File: config.mk
export PLATFORM = sky130hd
export DESIGN_NAME = vdb_vga_stream_tx
export DESIGN_NICKNAME = d
export VERILOG_FILES = /design/src/rtl/vdb_vga_pkg.sv /design/src/rtl/vdb_sync_fifo.sv /design/src/rtl/vdb_vga_stream_tx.sv
export SDC_FILE = /design/constraint.sdc
export NUM_CORES = 1
export LEC_CHECK = 0
export ABC_AREA = 0
export BUFFER_PORTS_ARGS = -buffer_cell sky130_fd_sc_hd__buf_2
export CORE_MARGIN = 8
export CORE_UTILIZATION = 69
export CTS_BUF_LIST = sky130_fd_sc_hd__clkbuf_4 sky130_fd_sc_hd__clkbuf_8
export DETAILED_ROUTE_END_ITERATION = 10
export PLACE_DENSITY_LB_ADDON = 0.15
export SLEW_MARGIN = 5
export SYNTH_ARGS = -nofsm -noshare
export SYNTH_HDL_FRONTEND = slang
export SYNTH_SLANG_ARGS = --single-unit
File: constraint.sdc
create_clock -name pixel_clk -period 15.5 [get_ports pixel_clk]
set_clock_uncertainty 0.1 [all_clocks]
set_input_delay 0.775 -clock pixel_clk [delete_from_list [all_inputs] [get_ports pixel_clk]]
set_output_delay 0.775 -clock pixel_clk [all_outputs]
set_load 0.005 [all_outputs]
File: src/rtl/vdb_vga_pkg.sv
// Shared types and default 640x480 timing for the VGA stream transmitter.
package vdb_vga_pkg;

   localparam int DEF_HOR_ACT    = 640;
   localparam int DEF_HOR_FP     = 16;
   localparam int DEF_HOR_SYNC   = 96;
   localparam int DEF_HOR_BP     = 48;
   localparam int DEF_VERT_ACT   = 480;
   localparam int DEF_VERT_FP    = 11;
   localparam int DEF_VERT_SYNC  = 2;
   localparam int DEF_VERT_BP    = 31;
   localparam int DEF_FIFO_DEPTH = 16;

   typedef struct packed {
      logic [7:0] r;
      logic [7:0] g;
      logic [7:0] b;
   } rgb_t;

   // One FIFO entry: the start-of-frame marker travels with its pixel.
   typedef struct packed {
      logic sof;
      rgb_t rgb;
   } fifo_word_t;

   localparam int FIFO_WIDTH = $bits(fifo_word_t);

   typedef enum logic [1:0] {
      ST_IDLE,
      ST_HUNT,
      ST_FILL,
      ST_RUN
   } state_t;

endpackage

File: src/rtl/vdb_sync_fifo.sv
// Single-clock first-word-fall-through FIFO with synchronous flush.
module vdb_sync_fifo #(
   parameter int WIDTH = 25,
   parameter int DEPTH = 16
) (
   input  logic             pixel_clk,
   input  logic             rst_n,
   input  logic             flush,
   input  logic             push,
   input  logic [WIDTH-1:0] wr_data,
   input  logic             pop,
   output logic [WIDTH-1:0] rd_data,
   output logic             full,
   output logic             empty
);

   localparam int AW = $clog2(DEPTH);
   localparam logic [AW:0] PTR_ONE = {{AW{1'b0}}, 1'b1};

   logic [WIDTH-1:0] mem [DEPTH];
   logic [AW:0]      wr_ptr;
   logic [AW:0]      rd_ptr;
   logic             do_push;
   logic             do_pop;

   assign empty   = (wr_ptr == rd_ptr);
   assign full    = (wr_ptr[AW] != rd_ptr[AW]) && (wr_ptr[AW-1:0] == rd_ptr[AW-1:0]);
   assign do_pop  = pop && !empty;
   assign do_push = push && (!full || do_pop);
   assign rd_data = mem[rd_ptr[AW-1:0]];

   // Pointer update; a flush empties the FIFO but still keeps a word pushed in the same cycle.
   always_ff @(posedge pixel_clk or negedge rst_n) begin
      if (!rst_n) begin
         wr_ptr <= '0;
         rd_ptr <= '0;
      end else if (flush) begin
         rd_ptr <= '0;
         wr_ptr <= push ? PTR_ONE : '0;
      end else begin
         if (do_push) wr_ptr <= wr_ptr + PTR_ONE;
         if (do_pop)  rd_ptr <= rd_ptr + PTR_ONE;
      end
   end

   // Storage write, aligned with the pointer behaviour above.
   always_ff @(posedge pixel_clk) begin
      if (flush) begin
         if (push) mem[0] <= wr_data;
      end else if (do_push) begin
         mem[wr_ptr[AW-1:0]] <= wr_data;
      end
   end

endmodule

File: src/rtl/vdb_vga_stream_tx.sv
// VGA transmitter: raster counters, frame-alignment FSM and registered pixel/sync outputs.
module vdb_vga_stream_tx
   import vdb_vga_pkg::*;
#(
   parameter int HOR_ACT    = DEF_HOR_ACT,
   parameter int HOR_FP     = DEF_HOR_FP,
   parameter int HOR_SYNC   = DEF_HOR_SYNC,
   parameter int HOR_BP     = DEF_HOR_BP,
   parameter int VERT_ACT   = DEF_VERT_ACT,
   parameter int VERT_FP    = DEF_VERT_FP,
   parameter int VERT_SYNC  = DEF_VERT_SYNC,
   parameter int VERT_BP    = DEF_VERT_BP,
   parameter int FIFO_DEPTH = DEF_FIFO_DEPTH
) (
   input  logic        pixel_clk,
   input  logic        rst_n,
   input  logic        enable,
   input  logic        s_valid,
   output logic        s_ready,
   input  logic [23:0] s_data,
   input  logic        s_sof,
   output logic [7:0]  r,
   output logic [7:0]  g,
   output logic [7:0]  b,
   output logic        hsync,
   output logic        vsync,
   output logic        de,
   output logic        frame_start,
   output logic        underflow,
   output logic        sync_err
);

   localparam int H_TOTAL = HOR_ACT + HOR_FP + HOR_SYNC + HOR_BP;
   localparam int V_TOTAL = VERT_ACT + VERT_FP + VERT_SYNC + VERT_BP;
   localparam int HW      = $clog2(H_TOTAL);
   localparam int VW      = $clog2(V_TOTAL);

   localparam logic [HW-1:0] H_ACT_END  = HW'(HOR_ACT);
   localparam logic [HW-1:0] H_SYNC_BEG = HW'(HOR_ACT + HOR_FP);
   localparam logic [HW-1:0] H_SYNC_END = HW'(HOR_ACT + HOR_FP + HOR_SYNC);
   localparam logic [HW-1:0] H_LAST     = HW'(H_TOTAL - 1);
   localparam logic [VW-1:0] V_ACT_END  = VW'(VERT_ACT);
   localparam logic [VW-1:0] V_SYNC_BEG = VW'(VERT_ACT + VERT_FP);
   localparam logic [VW-1:0] V_SYNC_END = VW'(VERT_ACT + VERT_FP + VERT_SYNC);
   localparam logic [VW-1:0] V_LAST     = VW'(V_TOTAL - 1);

   state_t                  state;
   state_t                  state_nxt;
   logic [HW-1:0]           h_cnt;
   logic [VW-1:0]           v_cnt;
   logic                    active;
   logic                    at_origin;
   logic                    h_sync_zone;
   logic                    v_sync_zone;
   logic                    accept;
   logic                    push;
   logic                    pop;
   logic                    flush;
   logic                    pix_ok;
   logic                    under_det;
   logic                    sync_det;
   logic                    full;
   logic                    empty;
   logic [FIFO_WIDTH-1:0]   head_bits;
   fifo_word_t              head;
   fifo_word_t              in_word;

   assign active      = (h_cnt < H_ACT_END) && (v_cnt < V_ACT_END);
   assign at_origin   = (h_cnt == '0) && (v_cnt == '0);
   assign h_sync_zone = (h_cnt >= H_SYNC_BEG) && (h_cnt < H_SYNC_END);
   assign v_sync_zone = (v_cnt >= V_SYNC_BEG) && (v_cnt < V_SYNC_END);
   assign accept      = s_valid && s_ready;
   assign head        = fifo_word_t'(head_bits);
   assign in_word     = fifo_word_t'({s_sof, s_data});

   vdb_sync_fifo #(
      .WIDTH (FIFO_WIDTH),
      .DEPTH (FIFO_DEPTH)
   ) u_fifo (
      .pixel_clk (pixel_clk),
      .rst_n     (rst_n),
      .flush     (flush),
      .push      (push),
      .wr_data   (in_word),
      .pop       (pop),
      .rd_data   (head_bits),
      .full      (full),
      .empty     (empty)
   );

   // Back-pressure: HUNT swallows everything, FILL/RUN accept while there is room.
   always_comb begin
      s_ready = 1'b0;
      case (state)
         ST_HUNT:        s_ready = 1'b1;
         ST_FILL, ST_RUN: s_ready = !full;
         default:        s_ready = 1'b0;
      endcase
   end

   // Next-state, FIFO control and error detection, all decided from the current raster position.
   always_comb begin
      state_nxt = state;
      push      = 1'b0;
      pop       = 1'b0;
      flush     = 1'b0;
      pix_ok    = 1'b0;
      under_det = 1'b0;
      sync_det  = 1'b0;
      if (!enable) begin
         state_nxt = ST_IDLE;
         flush     = 1'b1;
      end else begin
         case (state)
            ST_IDLE: begin
               flush     = 1'b1;
               state_nxt = ST_HUNT;
            end
            ST_HUNT: begin
               if (accept && s_sof) begin
                  push      = 1'b1;
                  state_nxt = ST_FILL;
               end
            end
            ST_FILL: begin
               push = accept;
               if (at_origin && !empty) begin
                  pop       = 1'b1;
                  pix_ok    = 1'b1;
                  state_nxt = ST_RUN;
               end
            end
            ST_RUN: begin
               push = accept;
               if (active) begin
                  if (empty) begin
                     under_det = 1'b1;
                  end else if (head.sof && !at_origin) begin
                     pop      = 1'b1;
                     sync_det = 1'b1;
                  end else begin
                     pop    = 1'b1;
                     pix_ok = 1'b1;
                  end
               end
               if (under_det || sync_det) begin
                  flush     = 1'b1;
                  push      = accept && s_sof;
                  state_nxt = (accept && s_sof) ? ST_FILL : ST_HUNT;
               end
            end
            default: state_nxt = ST_IDLE;
         endcase
      end
   end

   // FSM state, raster counters and all registered pins; frame_start marks a streamed pixel (0,0) actually shown.
   always_ff @(posedge pixel_clk or negedge rst_n) begin
      if (!rst_n) begin
         state       <= ST_IDLE;
         h_cnt       <= '0;
         v_cnt       <= '0;
         hsync       <= 1'b1;
         vsync       <= 1'b1;
         de          <= 1'b0;
         r           <= '0;
         g           <= '0;
         b           <= '0;
         frame_start <= 1'b0;
         underflow   <= 1'b0;
         sync_err    <= 1'b0;
      end else begin
         state       <= state_nxt;
         underflow   <= under_det;
         sync_err    <= sync_det;
         frame_start <= pix_ok && at_origin;
         r           <= pix_ok ? head.rgb.r : '0;
         g           <= pix_ok ? head.rgb.g : '0;
         b           <= pix_ok ? head.rgb.b : '0;
         if (!enable) begin
            h_cnt <= '0;
            v_cnt <= '0;
            hsync <= 1'b1;
            vsync <= 1'b1;
            de    <= 1'b0;
         end else begin
            hsync <= !h_sync_zone;
            vsync <= !v_sync_zone;
            de    <= active;
            if (h_cnt == H_LAST) begin
               h_cnt <= '0;
               v_cnt <= (v_cnt == V_LAST) ? '0 : v_cnt + 1'b1;
            end else begin
               h_cnt <= h_cnt + 1'b1;
            end
         end
      end
   end

endmodule

==> flow_results.xml, run 1 <==
<?xml version="1.0" encoding="UTF-8"?>
<metrics>
  <group name="logic_synthesis">
    <metric name="post_synth_edffs" unit="">400</metric>
    <metric name="post_syn_area_per_cell" unit="um^2">20.69</metric>
    <metric name="synth_area" unit="mm^2">0.01806</metric>
    <metric name="yosys_register_bits" unit="">462</metric>
    <metric name="postSynth.asyncResetShare" unit="%">13.42</metric>
    <metric name="synth-compound-area-share" unit="%">1.684</metric>
    <metric name="synth_warnings" unit="">0</metric>
    <metric name="synth_cell_types" unit="">52</metric>
    <metric name="synth_top_family_by_area" unit="">multiplexers</metric>
    <metric name="synth_xor_area_share" unit="%">1.018</metric>
    <metric name="synth_area_leader_cell" unit="">sky130_fd_sc_hd__edfxtp_1</metric>
    <metric name="synth.net_count" unit="">913</metric>
    <metric name="post_synth_mux_area_share" unit="%">15.70</metric>
    <metric name="yosys-top-cells-count" unit="">400 x sky130_fd_sc_hd__edfxtp_1, 121 x sky130_fd_sc_hd__mux4_2, 60 x sky130_fd_sc_hd__dfrtp_1</metric>
    <metric name="yosysTopAreaCellShare" unit="%">66.51</metric>
    <metric name="synth_top_flop_cell" unit="">sky130_fd_sc_hd__edfxtp_1</metric>
    <metric name="yosys.cell_count.top_type" unit="">sky130_fd_sc_hd__edfxtp_1</metric>
    <metric name="post_synth_and_or_nand_nor_area_fraction" unit="%">4.462</metric>
    <metric name="synth.area.top_cells" unit="">sky130_fd_sc_hd__edfxtp_1 67%, sky130_fd_sc_hd__mux4_2 15%, sky130_fd_sc_hd__dfrtp_1 8.3%</metric>
    <metric name="synth_fa_ha_area_share" unit="%">0.7621</metric>
    <metric name="synth_cells" unit="">873</metric>
    <metric name="sequential_area_share_after_synthesis" unit="%">75.11</metric>
  </group>
  <group name="power_and_ir_drop">
    <metric name="cellLeakagePower" unit="nW">6.901</metric>
    <metric name="power.share.sequential" unit="%">55.6</metric>
    <metric name="power_per_cell_area" unit="mW/mm^2">120.7</metric>
    <metric name="p_sw_share" unit="%">21.11</metric>
    <metric name="p_total" unit="W">0.002447</metric>
    <metric name="cellInternalPower" unit="W">0.001931</metric>
    <metric name="p_clk_share" unit="%">40.9</metric>
    <metric name="power.net_switching" unit="W">0.0005166</metric>
    <metric name="worst_ir_drop_vdd" unit="mV">0.1028</metric>
    <metric name="power.combinational.fraction" unit="%">3.4</metric>
  </group>
  <group name="timing">
    <metric name="fmax" unit="GHz">0.2044</metric>
    <metric name="finalHoldViolCount" unit="">0</metric>
    <metric name="rsz_0062_raised_after_global_routing" unit="">false</metric>
    <metric name="worst-slew-pin-transition" unit="ns">1.172</metric>
    <metric name="relSlewSlack" unit="%">21.90</metric>
    <metric name="final.min_clock_period" unit="ns">4.892</metric>
    <metric name="layout_worst_path_cycle_share" unit="%">31.56</metric>
    <metric name="finalSetupViolations" unit="">0</metric>
    <metric name="setup_total_negative_slack" unit="ns">0</metric>
    <metric name="final_max_slew_viol_count" unit="">0</metric>
  </group>
  <group name="clock_network">
    <metric name="clockRootBuffer" unit="">sky130_fd_sc_hd__clkbuf_8</metric>
    <metric name="numClockSinks" unit="">462</metric>
    <metric name="cts.repair.resized" unit="">0</metric>
    <metric name="clockBufferDepth" unit="">3</metric>
    <metric name="clk_latency" unit="ns">0.59</metric>
    <metric name="cts-buffers-inserted" unit="">71</metric>
    <metric name="clkTransAtPathRegs" unit="ns">0.06</metric>
    <metric name="cts_htree_levels" unit="">3</metric>
    <metric name="hold_buffers" unit="">0</metric>
    <metric name="cts_setup_buffers" unit="">0</metric>
    <metric name="tritoncts" unit="">built</metric>
  </group>
  <group name="floorplanning">
    <metric name="rows" unit="">59</metric>
    <metric name="effective_utilization_at_floorplan" unit="%">69.70</metric>
    <metric name="die_h" unit="um">177.8</metric>
    <metric name="floorplan.core_area" unit="mm^2">0.02591</metric>
    <metric name="ioPinCount" unit="">60</metric>
    <metric name="floorplan.die.width" unit="um">177.8</metric>
    <metric name="design.die.area" unit="mm^2">0.03161</metric>
  </group>
  <group name="worst_setup_path">
    <metric name="worst_path_top_cell_family_by_delay" unit="">buffers and inverters</metric>
    <metric name="path_max_fanout" unit="">57</metric>
    <metric name="critical_path.n_buffers_inverters" unit="">2</metric>
    <metric name="critical_path.startpoint_type" unit="">flop</metric>
    <metric name="critical_path.slowest_cell" unit="">sky130_fd_sc_hd__dfrtp_4</metric>
    <metric name="cp.required" unit="ns">15.64</metric>
    <metric name="cp.arrival" unit="ns">5.03</metric>
    <metric name="crit_path_cell_trace" unit="">buf_4, mux2i_1, nand4b_1, nand3_1, o311ai_1, a21oi_1, nand4b_1, nor3_2, buf_4</metric>
    <metric name="timing_worst_setup_path_type" unit="">reg2reg</metric>
    <metric name="critPathCaptureType" unit="">flop</metric>
    <metric name="cp_slowest_stage_delay" unit="ns">1.06</metric>
  </group>
  <group name="global_routing">
    <metric name="grt.met1_usage" unit="%">36.44</metric>
    <metric name="grt_antenna_before_repair" unit="">0</metric>
    <metric name="grt_util_met2" unit="%">38.18</metric>
    <metric name="grt_pass1_vias" unit="">9401</metric>
    <metric name="grt_first_pass_wirelength" unit="mm">58.01</metric>
    <metric name="overflow" unit="">0</metric>
    <metric name="grt.busiest_layer" unit="">met2</metric>
    <metric name="grtUsageTotal" unit="%">25.38</metric>
    <metric name="global_route.usage.met3" unit="%">7.553</metric>
    <metric name="maximum_number_of_pins_on_one_net_before_global_route_repair" unit="">68</metric>
  </group>
  <group name="outcome">
    <metric name="outcome" unit="">finished clean</metric>
  </group>
  <group name="placement">
    <metric name="dpl.hpwl" unit="mm">23.83</metric>
    <metric name="gp_congestion" unit="">0.8698</metric>
    <metric name="post-place-cells" unit="">1243</metric>
    <metric name="port_buffers" unit="">59</metric>
  </group>
  <group name="detailed_routing">
    <metric name="detailedRoute.firstPassIterationCount" unit="">5</metric>
    <metric name="detail-route-antenna-nets" unit="">0</metric>
    <metric name="wl_per_cell" unit="um">28.44</metric>
    <metric name="wirelength" unit="mm">39.04</metric>
    <metric name="drt_first_iter_violations" unit="">989</metric>
    <metric name="detail_route.vias_per_cell" unit="">6.748</metric>
    <metric name="num_vias" unit="">9265</metric>
    <metric name="drc" unit="">0</metric>
  </group>
  <group name="cells_and_area">
    <metric name="num_antenna_cells" unit="">0</metric>
    <metric name="area.growth.synth_to_final" unit="%">12.25</metric>
    <metric name="instances_no_fill" unit="">1373</metric>
    <metric name="layout.nets" unit="">1021</metric>
    <metric name="drive_above_1_share" unit="%">33.72</metric>
  </group>
  <group name="flow_run">
    <metric name="max_cap_violations" unit="">0</metric>
  </group>
  <group name="hold_path">
    <metric name="holdCritPathClass" unit="">in2async</metric>
  </group>
</metrics>
-- cell families after synthesis --
group	Yosys count
DFF	462
adders and majority gates	11
and+or+nand+nor	147
buffers and inverters	58
xor gates and xnor gates	21
muxes	132
AOI/OAI and AO/OA	42
-- placed cells by master (no fill, tap or decap), drive strengths merged, types with 4 or more instances in the layout --
cell,count
a21oi,8
and3,33
buf,79
clkbuf,114
clkinv,10
dfrtp,60
edfxtp,400
ha,11
inv,17
mux2i,11
mux4,121
nand2,22
nand2b,6
nand3,11
nand4,8
nand4b,4
nor2,28
nor3,7
nor4,7
o21ai,12
or3,7
xnor2,7
xor2,14
-- worst paths after layout --
| check | from | to | slack [ns] | depth (start not counted) |
|---|---|---|---|---|
| max | u_fifo.rd_ptr[0]$_DFFE_PN0P_ | u_fifo.mem[8][22]$_DFFE_PP_ | 10.61 | 9 |
| min | rst_n | g[3]$_DFF_PN0_ | 0.31 | 2 |
| max reg2reg | u_fifo.rd_ptr[0]$_DFFE_PN0P_ | u_fifo.mem[8][22]$_DFFE_PP_ | 10.61 | 9 |
| min reg2reg | h_cnt[0]$_DFF_PN0_ | h_cnt[0]$_DFF_PN0_ | 0.39 | 1 |
| max in group asynchronous | rst_n | u_fifo.rd_ptr[1]$_DFFE_PN0P_ | 14.29 | 2 |
| min in group pixel_clk | h_cnt[0]$_DFF_PN0_ | h_cnt[0]$_DFF_PN0_ | 0.39 | 1 |
-- registers in the layout (all words and copies together) (netlist names) --
name and count:
h_cnt 10, hsync 1, g 8, u_fifo.rd_ptr 5, sync_err 1, frame_start 1
b 8, v_cnt 10, u_fifo.wr_ptr 5, de 1, r 8, state 2
underflow 1, vsync 1, u_fifo.mem 400
-- worst reg2reg max path, cell delays in order (launching register included) --
cell,delay [ns]
sky130_fd_sc_hd__dfrtp_4,1.06
sky130_fd_sc_hd__buf_4,0.98
sky130_fd_sc_hd__mux2i_1,0.29
sky130_fd_sc_hd__nand4b_1,0.12
sky130_fd_sc_hd__nand3_1,0.24
sky130_fd_sc_hd__o311ai_1,0.16
sky130_fd_sc_hd__a21oi_1,0.54
sky130_fd_sc_hd__nand4b_1,0.45
sky130_fd_sc_hd__nor3_2,0.21
sky130_fd_sc_hd__buf_4,0.38
-- layer usage --
layer  share of wire (%)  wire, um
met1                  40     15570
met2                  47     18460
met3                  11      4360
met4                 1.7       655
met5                   0         0
-- layout make-up --
type,count,area (um^2)
clock buffers,114,1344
clock inverters,16,95.09
fillers,1316,5639
inverters,14,52.55
multi-input cells,353,4342
flip-flops and latches,462,13570
well taps,335,419.2
repair buffers,79,445.4
-- power groups by stage --
stage | logic (W) | registers (W) | clock network [W]
global route | 0.0000897 | 0.00136 | 0.00107
finish | 0.0000840 | 0.00136 | 0.00100
detailed placement | 0.0000815 | 0.00139 | 0
floorplan | 0.0000399 | 0.00139 | 0
CTS | 0.0000819 | 0.00136 | 0.00101
global placement | 0.0000750 | 0.00139 | 0
-- stage by stage --
stage | hold slack, ns | cell area, um^2 | worst slack (ns) | utilization (%)
final | 0.3087 | 20270 | 10.61 | 78.24
after global routing | 0.3530 | 20270 | 10.27 | 78.24
after CTS | 0.3187 | 20270 | 10.61 | 78.24
after detailed placement | 0.3864 | 18830 | 10.63 | 72.68
after global placement | 0.3732 | 18830 | 10.77 | 72.68
after floorplan | 0.3466 | 18060 | 10.31 | -
Note: power is estimated with default switching activity, not from simulation.
==> inputs of run 2 (changes only) <==
--- a/config.mk
+++ b/config.mk
@@ -8,7 +8,7 @@
 export ABC_AREA = 0
 export BUFFER_PORTS_ARGS = -buffer_cell sky130_fd_sc_hd__buf_2
 export CORE_MARGIN = 8
-export CORE_UTILIZATION = 69
+export CORE_UTILIZATION = 58
 export CTS_BUF_LIST = sky130_fd_sc_hd__clkbuf_4 sky130_fd_sc_hd__clkbuf_8
 export DETAILED_ROUTE_END_ITERATION = 10
 export PLACE_DENSITY_LB_ADDON = 0.15
==> constraint.sdc (replaced) <==
create_clock -name pixel_clk -period 4 [get_ports pixel_clk]
set_clock_uncertainty 0.1 [all_clocks]
set_input_delay 0.2 -clock pixel_clk [delete_from_list [all_inputs] [get_ports pixel_clk]]
set_output_delay 0.2 -clock pixel_clk [all_outputs]
set_load 0.005 [all_outputs]
==> flow_results.xml, run 2 (synthesized netlist as in run 1, its figures left out) <==
<?xml version="1.0" encoding="UTF-8"?>
<metrics>
  <group name="outcome">
    <metric name="outcome" unit="">finished clean</metric>
  </group>
  <group name="hold_path">
    <metric name="timing.hold.worst.start" unit="">s_valid</metric>
    <metric name="worstHoldEndpoint" unit="">state[0]$_DFFE_PN0P_</metric>
    <metric name="holdPathStages" unit="">4</metric>
    <metric name="holdCritPathClass" unit="">in2reg</metric>
  </group>
  <group name="timing">
    <metric name="finalHoldViolCount" unit="">0</metric>
    <metric name="finalSetupViolations" unit="">0</metric>
    <metric name="rsz_0062_raised_after_global_routing" unit="">false</metric>
    <metric name="worst-slew-pin-transition" unit="ns">1.088</metric>
    <metric name="timing.hold.ws" unit="ns">0.03442</metric>
    <metric name="relSlewSlack" unit="%">27.44</metric>
    <metric name="layout_worst_path_cycle_share" unit="%">94.08</metric>
    <metric name="final.min_clock_period" unit="ns">3.763</metric>
    <metric name="fmax" unit="GHz">0.2657</metric>
    <metric name="setup_total_negative_slack" unit="ns">0</metric>
    <metric name="final_max_slew_viol_count" unit="">0</metric>
  </group>
  <group name="floorplanning">
    <metric name="floorplan.core_area" unit="mm^2">0.03067</metric>
    <metric name="die_h" unit="um">192.5</metric>
    <metric name="rows" unit="">64</metric>
    <metric name="ioPinCount" unit="">60</metric>
    <metric name="design.die.area" unit="mm^2">0.03704</metric>
    <metric name="floorplan.die.width" unit="um">192.5</metric>
    <metric name="effective_utilization_at_floorplan" unit="%">58.89</metric>
  </group>
  <group name="power_and_ir_drop">
    <metric name="worst_ir_drop_vdd" unit="mV">0.3191</metric>
    <metric name="cellLeakagePower" unit="nW">7.128</metric>
    <metric name="power_per_cell_area" unit="mW/mm^2">453.7</metric>
    <metric name="p_total" unit="W">0.009463</metric>
  </group>
  <group name="clock_network">
    <metric name="clk_latency" unit="ns">0.59</metric>
    <metric name="cts_setup_buffers" unit="">0</metric>
    <metric name="clockRootBuffer" unit="">sky130_fd_sc_hd__clkbuf_8</metric>
    <metric name="tritoncts" unit="">built</metric>
    <metric name="cts-buffers-inserted" unit="">72</metric>
    <metric name="clockBufferDepth" unit="">3</metric>
    <metric name="numClockSinks" unit="">462</metric>
    <metric name="cts_htree_levels" unit="">3</metric>
    <metric name="clkTransAtPathRegs" unit="ns">0.06</metric>
  </group>
  <group name="placement">
    <metric name="gp_congestion" unit="">0.8447</metric>
    <metric name="dpl.hpwl" unit="mm">24.93</metric>
    <metric name="port_buffers" unit="">59</metric>
  </group>
  <group name="cells_and_area">
    <metric name="max_reg_flops" unit="">400</metric>
    <metric name="regMostFlops" unit="">u_fifo.mem</metric>
    <metric name="final_core_util" unit="%">68.01</metric>
    <metric name="num_antenna_cells" unit="">0</metric>
    <metric name="final_common_cell" unit="">sky130_fd_sc_hd__edfxtp_1</metric>
    <metric name="area.growth.synth_to_final" unit="%">15.50</metric>
    <metric name="drive_above_1_share" unit="%">33.80</metric>
    <metric name="filler_cell_count" unit="">1913</metric>
    <metric name="layout_common_cells" unit="">400 x sky130_fd_sc_hd__edfxtp_1, 121 x sky130_fd_sc_hd__mux4_2, 78 x sky130_fd_sc_hd__clkbuf_8</metric>
    <metric name="layout.nets" unit="">1067</metric>
    <metric name="reg.largest.list" unit="">u_fifo.mem x400, h_cnt x10, v_cnt x10</metric>
  </group>
  <group name="detailed_routing">
    <metric name="detailedRoute.firstPassIterationCount" unit="">6</metric>
    <metric name="detail_route.vias_per_cell" unit="">6.325</metric>
    <metric name="detail-route-antenna-nets" unit="">0</metric>
    <metric name="drc" unit="">0</metric>
    <metric name="wirelength" unit="mm">39.77</metric>
    <metric name="wl_per_cell" unit="um">26.89</metric>
    <metric name="drt_first_iter_violations" unit="">874</metric>
    <metric name="num_vias" unit="">9354</metric>
  </group>
  <group name="global_routing">
    <metric name="maximum_number_of_pins_on_one_net_before_global_route_repair" unit="">63</metric>
    <metric name="grt_antenna_before_repair" unit="">0</metric>
    <metric name="grt_pass1_vias" unit="">9611</metric>
    <metric name="grtUsageTotal" unit="%">22.20</metric>
    <metric name="overflow" unit="">0</metric>
    <metric name="grt_first_pass_wirelength" unit="mm">60.03</metric>
  </group>
  <group name="worst_setup_path">
    <metric name="critical_path.startpoint_type" unit="">flop</metric>
    <metric name="worstReg2RegEnd" unit="">u_fifo.mem[3][10]$_DFFE_PP_</metric>
    <metric name="crit_path_cell_trace" unit="">or3_1, or4_4, nor3_2, o311ai_1, a21oi_1, nand2_1, nor4_4, buf_4</metric>
    <metric name="cp.required" unit="ns">4.17</metric>
    <metric name="critical_path.slowest_cell" unit="">sky130_fd_sc_hd__a21oi_1</metric>
    <metric name="timing_worst_setup_path_type" unit="">reg2reg</metric>
    <metric name="ff2ff_path_depth" unit="">8</metric>
    <metric name="setup.reg_to_reg.worst_slack" unit="ns">0.24</metric>
    <metric name="path_max_fanout" unit="">15</metric>
    <metric name="critPathCaptureType" unit="">flop</metric>
    <metric name="regToRegStartpoint" unit="">h_cnt[5]$_DFF_PN0_</metric>
    <metric name="cp_slowest_stage_delay" unit="ns">0.51</metric>
    <metric name="worst_path_top_cell_family_by_delay" unit="">simple AND/OR/NAND/NOR gates</metric>
    <metric name="worst-path-stages" unit="">8</metric>
    <metric name="critical_path.n_buffers_inverters" unit="">1</metric>
    <metric name="cp.arrival" unit="ns">3.93</metric>
  </group>
  <group name="flow_run">
    <metric name="max_cap_violations" unit="">0</metric>
  </group>
</metrics>
run 2: changes by cell type in the layout (fill, tap and decap cells not counted), moves of 2 or more:
| cell | previous run | this run |
|---|---|---|
| sky130_fd_sc_hd__clkinv_2 | 3 | 5 |
| sky130_fd_sc_hd__buf_4 | 20 | 33 |
| sky130_fd_sc_hd__dlygate4sd3_1 | 0 | 27 |
| sky130_fd_sc_hd__nor4_2 | 5 | 2 |
| sky130_fd_sc_hd__nor3_2 | 4 | 1 |
| sky130_fd_sc_hd__clkinv_1 | 7 | 9 |
| sky130_fd_sc_hd__nor4_4 | 0 | 3 |
| sky130_fd_sc_hd__nor3_4 | 0 | 3 |
| sky130_fd_sc_hd__buf_12 | 0 | 6 |
run 2: power breakdown:
| part | switching [W] | internal [W] | leakage (nW) |
|---|---|---|---|
| Sequential | 0.0000181 | 0.00526 | 4.44 |
| Clock | 0.00172 | 0.00212 | 0.762 |
| Combinational | 0.000243 | 0.000107 | 1.93 |
| Total | 0.00198 | 0.00749 | 7.13 |
run 2: stage by stage:
stage,worst slack (ns),instances,area (um^2)
2_1_floorplan,-1.021,873,18120
3_3_place_gp,0.3675,1322,19170
3_5_place_dp,0.2609,1322,19170
4_1_cts,0.2491,1479,20860
5_1_grt,0.07070,1479,20860
6_report,0.2368,1479,20860
run 2: layer usage:
| metal | global-route usage [%] | vias up | wire length [um] |
|---|---|---|---|
| met4 | 6.904 | 0 | 777 |
| met2 | 32.29 | 443 | 18180 |
| met3 | 5.060 | 72 | 3697 |
| met5 | 0 | - | 0 |
| met1 | 33.41 | 4932 | 17110 |
| li1 | - | 3907 | - |
run 2: repair_timing:
action | CTS | global route
hold buffers | 27 | 0
hold endpoints to repair | 466 | 0
gates resized for setup | 0 | 0
run 2: area by class of cell:
type | count | area (um^2) | area share, %
inverter | 14 | 52.55 | 0.2519
clock inverter | 17 | 85.08 | 0.4079
multi-input combinational | 353 | 4387 | 21.03
sequential | 462 | 13570 | 65.08
timing repair buffer | 124 | 928.4 | 4.451
clock buffer | 113 | 1336 | 6.406
tap | 396 | 495.5 | 2.375
run 2: how the worst max path moves through the flow:
stage	start	end
5_1_grt	h_cnt[5]$_DFF_PN0_	u_fifo.mem[3][10]$_DFFE_PP_
4_1_cts	h_cnt[5]$_DFF_PN0_	u_fifo.mem[3][17]$_DFFE_PP_
3_5_place_dp	h_cnt[5]$_DFF_PN0_	u_fifo.mem[3][20]$_DFFE_PP_
2_1_floorplan	h_cnt[5]$_DFF_PN0_	u_fifo.mem[13][0]$_DFFE_PP_
6_report	h_cnt[5]$_DFF_PN0_	u_fifo.mem[3][10]$_DFFE_PP_
3_3_place_gp	h_cnt[5]$_DFF_PN0_	u_fifo.mem[3][17]$_DFFE_PP_
run 2: worst reg2reg max path: stages, from the launching register on:
cell	delay, ns
sky130_fd_sc_hd__dfrtp_1	0.42
sky130_fd_sc_hd__or3_1	0.42
sky130_fd_sc_hd__or4_4	0.46
sky130_fd_sc_hd__nor3_2	0.34
sky130_fd_sc_hd__o311ai_1	0.17
sky130_fd_sc_hd__a21oi_1	0.51
sky130_fd_sc_hd__nand2_1	0.39
sky130_fd_sc_hd__nor4_4	0.34
sky130_fd_sc_hd__buf_4	0.30
